File: config.mk
export PLATFORM = sky130hd
export DESIGN_NAME = gpio_ctrl
export DESIGN_NICKNAME = d
export VERILOG_FILES = /design/src/rtl/gpio_ctrl.sv
export SDC_FILE = /design/constraint.sdc
export NUM_CORES = 1
export LEC_CHECK = 0
export ABC_AREA = 1
export BUFFER_PORTS_ARGS = -buffer_cell sky130_fd_sc_hd__clkbuf_2
export CORE_ASPECT_RATIO = 0.7
export CORE_MARGIN = 3
export CORE_UTILIZATION = 52
export DETAILED_ROUTE_END_ITERATION = 12
export PLACE_DENSITY = 0.86
export SKIP_LAST_GASP = 1
export SLEW_MARGIN = 15
export SYNTH_ARGS = -nofsm -noshare
export SYNTH_HDL_FRONTEND = slang
export SYNTH_SLANG_ARGS = --single-unit
export TNS_END_PERCENT = 10
File: constraint.sdc
create_clock -name clk -period 2.15 [get_ports clk]
set_input_delay 0.645 -clock clk [delete_from_list [all_inputs] [get_ports clk]]
set_output_delay 0.645 -clock clk [all_outputs]
set_load 0.1 [all_outputs]
File: src/rtl/gpio_ctrl.sv
// -----------------------------------------------------------------------------
// gpio_ctrl -- memory-mapped GPIO block with optional edge interrupts.
//
// Optional feature macro: GPIO_IRQ_EN
//   defined   : IE / IS registers, edge-detect flop and the irq output exist.
//   undefined : offsets 6 and 7 ignore writes and read 0, irq is tied to 0.
//
// Ports
//   clk                 system clock, rising edge
//   rstn                asynchronous active-low reset
//   sel                 peripheral select
//   addr[4:0]           byte offset, addr[4:2] picks the register
//   datamem_wr[3:0]     per-byte-lane write enables
//   data_wr0..data_wr3  write data lanes 0..3 (lane 0 = bits [7:0])
//   data_rd[31:0]       registered read data, 1-cycle latency
//   gpio_i              asynchronous pin inputs
//   gpio_o / gpio_oe    pin output values / output enables (1 = drive)
//   irq                 level interrupt request
//
// Bus handshake: there is no valid/ready pair. A cycle with sel=1 and
// datamem_wr!=0 is a write that takes effect on that clock edge; a cycle with
// sel=1 and datamem_wr=0 is a read whose data appears on data_rd after that
// edge. Every other cycle loads data_rd with 0.
//
// Register map (addr[4:2]): 0 OUT, 1 DIR, 2 IN (ro), 3 SET, 4 CLR, 5 TGL,
// 6 IE, 7 IS (write-1-to-clear). Bits at or above GPIO_W read as 0.
// -----------------------------------------------------------------------------
module gpio_ctrl #(
  parameter int GPIO_W   = 8,
  parameter int IRQ_EDGE = 1
) (
  input  logic              clk,
  input  logic              rstn,
  input  logic              sel,
  input  logic [4:0]        addr,
  input  logic [3:0]        datamem_wr,
  input  logic [7:0]        data_wr0,
  input  logic [7:0]        data_wr1,
  input  logic [7:0]        data_wr2,
  input  logic [7:0]        data_wr3,
  output logic [31:0]       data_rd,
  input  logic [GPIO_W-1:0] gpio_i,
  output logic [GPIO_W-1:0] gpio_o,
  output logic [GPIO_W-1:0] gpio_oe,
  output logic              irq
);

  localparam logic [2:0] REG_OUT = 3'd0;
  localparam logic [2:0] REG_DIR = 3'd1;
  localparam logic [2:0] REG_IN  = 3'd2;
  localparam logic [2:0] REG_SET = 3'd3;
  localparam logic [2:0] REG_CLR = 3'd4;
  localparam logic [2:0] REG_TGL = 3'd5;
  localparam logic [2:0] REG_IE  = 3'd6;
  localparam logic [2:0] REG_IS  = 3'd7;

  // Byte-lane decode, then truncation to the implemented pin width.
  logic [31:0]       wdata;
  logic [31:0]       wmask;
  logic [31:0]       wgated;
  logic [GPIO_W-1:0] wbits;
  logic [GPIO_W-1:0] wm;
  logic              wr_en;
  logic              rd_en;
  logic [2:0]        reg_sel;

  assign wdata   = {data_wr3, data_wr2, data_wr1, data_wr0};
  assign wmask   = {{8{datamem_wr[3]}}, {8{datamem_wr[2]}},
                    {8{datamem_wr[1]}}, {8{datamem_wr[0]}}};
  assign wgated  = wdata & wmask;
  assign wbits   = wgated[GPIO_W-1:0];
  assign wm      = wmask[GPIO_W-1:0];
  assign wr_en   = sel & (|datamem_wr);
  assign rd_en   = sel & ~(|datamem_wr);
  assign reg_sel = addr[4:2];

  // Bits above GPIO_W and addr[1:0] are intentionally discarded.
  logic unused_bits;
  assign unused_bits = (^{wgated, wmask, addr[1:0]}) ^ (IRQ_EDGE != 0);

  logic [GPIO_W-1:0] out_q, out_d;
  logic [GPIO_W-1:0] dir_q, dir_d;
  logic [GPIO_W-1:0] sync1_q;
  logic [GPIO_W-1:0] in_q;        // second synchroniser stage = IN register
  logic [31:0]       data_rd_q, data_rd_d;
  logic [31:0]       rd_val;

`ifdef GPIO_IRQ_EN
  logic [GPIO_W-1:0] prev_q;      // IN one cycle ago, for edge detection
  logic [GPIO_W-1:0] ie_q, ie_d;
  logic [GPIO_W-1:0] is_q, is_d;
  logic [GPIO_W-1:0] edge_ev;
  logic              irq_q;

  assign edge_ev = (IRQ_EDGE != 0) ? (in_q & ~prev_q) : (~in_q & prev_q);

  always_comb begin
    ie_d = ie_q;
    is_d = is_q;
    if (wr_en && reg_sel == REG_IE) ie_d = (ie_q & ~wm) | wbits;
    if (wr_en && reg_sel == REG_IS) is_d = is_q & ~wbits;
    // OR-ing the event in last makes a same-cycle set win over the clear.
    is_d = is_d | edge_ev;
  end

  always_ff @(posedge clk or negedge rstn) begin
    if (!rstn) begin
      prev_q <= '0;
      ie_q   <= '0;
      is_q   <= '0;
      irq_q  <= 1'b0;
    end else begin
      prev_q <= in_q;
      ie_q   <= ie_d;
      is_q   <= is_d;
      irq_q  <= |(is_q & ie_q);
    end
  end

  assign irq = irq_q;
`else
  assign irq = 1'b0;
`endif

  always_comb begin
    out_d = out_q;
    dir_d = dir_q;
    if (wr_en) begin
      case (reg_sel)
        REG_OUT: out_d = (out_q & ~wm) | wbits;
        REG_DIR: dir_d = (dir_q & ~wm) | wbits;
        REG_SET: out_d = out_q | wbits;
        REG_CLR: out_d = out_q & ~wbits;
        REG_TGL: out_d = out_q ^ wbits;
        default: ;
      endcase
    end
  end

  always_comb begin
    rd_val = '0;
    case (reg_sel)
      REG_OUT: rd_val[GPIO_W-1:0] = out_q;
      REG_DIR: rd_val[GPIO_W-1:0] = dir_q;
      REG_IN:  rd_val[GPIO_W-1:0] = in_q;
`ifdef GPIO_IRQ_EN
      REG_IE:  rd_val[GPIO_W-1:0] = ie_q;
      REG_IS:  rd_val[GPIO_W-1:0] = is_q;
`endif
      default: rd_val = '0;
    endcase
    data_rd_d = rd_en ? rd_val : '0;
  end

  always_ff @(posedge clk or negedge rstn) begin
    if (!rstn) begin
      out_q     <= '0;
      dir_q     <= '0;
      sync1_q   <= '0;
      in_q      <= '0;
      data_rd_q <= '0;
    end else begin
      out_q     <= out_d;
      dir_q     <= dir_d;
      sync1_q   <= gpio_i;
      in_q      <= sync1_q;
      data_rd_q <= data_rd_d;
    end
  end

  assign data_rd = data_rd_q;
  assign gpio_o  = out_q;
  assign gpio_oe = dir_q;

endmodule

* After elaboration in Yosys (flattened, before gate mapping)
Cells that the tools add are included. Widths: inputs -> output; s select.
Storage, ports and cells: input bits 52, output and inout bits 49, word-level logic and storage cells 31, bits in registers 40
Operators by class: reduce and logical (&&, ||, !) cells 5, bitwise gates (word level) 13, muxes and demuxes 3, equal/unequal tests 5
Operators by type and width (count):
- $and 8x8->8 | 4
- $pmux 8 s4 | 1
- $or 8x8->8 | 3
- $pmux 8 s3 | 1
- $not 8->8 | 2
- $mux 8 | 1
- $xor 8x8->8 | 1
- $eq 3x2->1 const B | 2
- $eq 3x3->1 const B | 2
- $reduce_and 2->1 | 2
- $reduce_bool 4->1 | 1
- $reduce_or 4->1 | 1
- $eq 3x1->1 const B | 1
- $logic_not 3->1 | 1
- $and 1x1->1 | 2
- $not 1->1 | 1

* Depth between registers and ports, before layout
depth after elaboration 4, mapped depth 9, depth with buffers taken out 7

* Least setup slack after synthesis
No wires, ideal clock.
path kind in2reg, from in datamem_wr[0], to reg out_q[0], in the netlist gpio_o[0], buffers on the path 2, setup slack 0.402 ns, data arrival time 1.624 ns, data required time 2.026 ns, library setup time 0.124 ns, stages 9, cells stage by stage buf_2 > buf_2 > nand2_1 > ha_1 > inv_1 > nand2_1 > nand2_1 > nor2_1 > a21oi_2
On the way: word-level cells in the longest chain between the ends 4, elaborated cells between the ends (all ways) 12
RTL lines:
- from (decl) | line 36 | input logic [3:0] datamem_wr,
- $and 8x8->8 / $not 8->8 (equally long branches) | line 70, 130
- $not 8->8 / $and 8x8->8 (equally long branches) | line 133, 130
- $and 8x8->8 / $or 8x8->8 (equally long branches) | line 133, 130
- $pmux 8 s4 | line 129 | case (reg_sel)
- to (signal assigned) | line 163 | out_q <= out_d;
- to (decl) | line 81 | logic [GPIO_W-1:0] out_q, out_d;
Parallel ways exist; a longest one is shown, timed or not. A chain may end at the register's enable or synchronous reset.

* Worst setup path in the final report
from reg out_q[7], in the netlist gpio_o[7], to out gpio_o[7]
RTL lines:
- to (decl) | line 43 | output logic [GPIO_W-1:0] gpio_o,
No word-level cell between the ends.

==> impl_metrics.yaml <==
timing:
  setup_violations: 0
  tightest_slew_ps: 552
  min_period_ps: 1910
  tns_ps: 0
  clock_skew_ps: 12.7
  slew_violations: 0
  hold_violations: 0
  max_freq_ghz: 0.525
  period_share: 0.887
  layout_setup_ws_ps: 244
  grt_setup_unrepaired: "no"
  slew_headroom: 0.633
final_layout:
  layout.area.seq_um2: 1000
  multiInputGateArea_um2: 1060
  layout_commonest_cell: "nand2_1"
  final_cell_area_um2: 2680
  fillCellCount: 343
  syn2layout_area_growth_pct: 13.5
  diodes: 0
  nets: 405
  most-common-layout-cells: "nand2_1 (86), clkbuf_2 (49), dfrtp_1 (40)"
  stdcell_count: 398
  drive_gt1_frac: 0.272
  utilization: 0.648
synth:
  yosys_register_bits: 40
  yosysSeqAreaShare: 0.424
  ys_types: 24
  syn_area_um2: 2360
  postSynthAreaPerCell_um2: 8.11
  yosys_warnings: 0
  synthCells: 291
die:
  dieArea_um2: 5400
  die_h_um: 62.4
  die_width_um: 86.5
  io_pins: 101
  start_util: 0.570
  core.rowCount: 19
  coreArea_um2: 4140
critical_path:
  cp_max_fo: 6
  crit_slowest_cell: "clkbuf_2"
  critPathCaptureType: "output pin"
  cp.arrival_ps: 1260
  required_ps: 1500
  cp_num_buf_inv: 1
  cp-start-kind: "register"
  crit_type: "reg -> out"
  crit_family: "buffers and inverters"
  crit_chain: "clkbuf_2"
  cpPeakStageDelay_ps: 500
routing:
  drt_iter0_markers: 158
  vias: 1924
  avgViaCountPerCell: 4.83
  routed_wl_um: 5010
  dr.pass1.iters: 4
  antenna_left: 0
  wl_per_cell_um: 12.6
  drc: 0
job:
  timing.max_cap.violations: 0
clock_network:
  clock_path_buffers: 2
  tritoncts: "yes"
  cts_inserted_buffers: 5
  clk_pin_slew_ps: 90
  clock-sinks: 40
  htreeDepth: 2
  postCtsHoldBufs: 0
  post_cts_buffers: 0
  clockRootBuffer: "clkbuf_8"
  cts_resized: 0
  clk_latency_ps: 300
place:
  dp_worst_setup_slack_ps: 242
  place_area_um2: 2570
  place.gp.congestion: 0.896
  dp.cells: 390
  port_buffers: 49
  detailed_place_hpwl_um: 3910
global_routing:
  grt_use_total: 0.195
  grt_max_degree: 24
  antenna_found_initial: 0
  grt_pass1_wl_um: 8300
  overflow: 0
  grt_pass1_vias: 1748
power_and_ir_drop:
  powerDensity_nw_per_um2: 1010
  ir_drop_uv: 696
  p_leak_nw: 1.56
min_path:
  worstHoldPathType: "in -> async"
outcome:
  status: "finished, final reports clean"
-- kinds of logic after synthesis --
family / after synthesis / synth area share
AND/OR/NAND/NOR: 156 / 0.306
buffers and inverters: 69 / 0.166
other: 1 / 0.00159
flip-flops: 40 / 0.424
AO/OA/AOI/OAI: 17 / 0.0599
adder cells (fa/ha/maj): 8 / 0.0424
-- power by group --
part	internal (mW)	switching [mW]	total, mW
Clock	0.343	0.269	0.612
Sequential	0.834	0.0982	0.933
Combinational	0.196	0.952	1.15
Total	1.37	1.32	2.69
-- path summary, 6_finish.rpt --
check                            from  slack [ps]  cells past startpoint   endpoint
setup / recovery            gpio_o[7]         240                      1  gpio_o[7]
min in group clk           sync1_q[4]         340                      0    in_q[4]
hold / removal                   rstn         290                      1  gpio_o[3]
hold reg to reg            sync1_q[4]         340                      0    in_q[4]
max in group asynchronous        rstn        1360                      2    in_q[1]
setup reg to reg            gpio_o[2]         930                      6  gpio_o[2]
-- layout make-up --
class	instances	share of cell area
flip-flops and latches	40	0.374
repair buffers	55	0.113
clock inverters	3	0.0159
inverters	37	0.0528
clock buffers	5	0.0257
well taps	52	0.0243
multi-input cells	206	0.395
-- metal layers --
metal / track usage / share of wire / up-vias
met3: 0.0568 / 0.10 / 6
li1: - / - / 962
met1: 0.281 / 0.43 / 861
met2: 0.284 / 0.46 / 95
met5: 0 / 0 / -
met4: 0.0525 / 0.0072 / 0
-- Yosys cell counts --
library cell | count | area [µm²]
dfrtp_1 | 40 | 1000
inv_1 | 33 | 124
inv_2 | 3 | 11.3
a21oi_1 | 1 | 5.00
buf_4 | 26 | 195
nand2_1 | 86 | 323
conb_1 | 1 | 3.75
nand3_4 | 1 | 17.5
nor2_4 | 4 | 45.0
inv_4 | 1 | 6.26
nand3_2 | 2 | 20.0
o21ai_1 | 1 | 5.00
nand2_2 | 1 | 6.26
nor2_2 | 2 | 12.5
nor3_2 | 1 | 10.0
buf_2 | 2 | 10.0
nor2_1 | 26 | 97.6
nand3_1 | 24 | 120
nand4_1 | 8 | 50.1
nor2_8 | 1 | 20.0
ha_1 | 8 | 100
buf_6 | 4 | 45.0
a21oi_2 | 8 | 70.1
o21ai_2 | 7 | 61.3
-- through the flow --
step                total power [mW]  hold WS, ps
floorplan                       1.93          331
global placement                2.07          335
detailed placement              2.09          335
CTS                             2.71          306
global route                    2.83          329
finish                          2.69          290
Note: power is estimated with default switching activity, not from simulation.
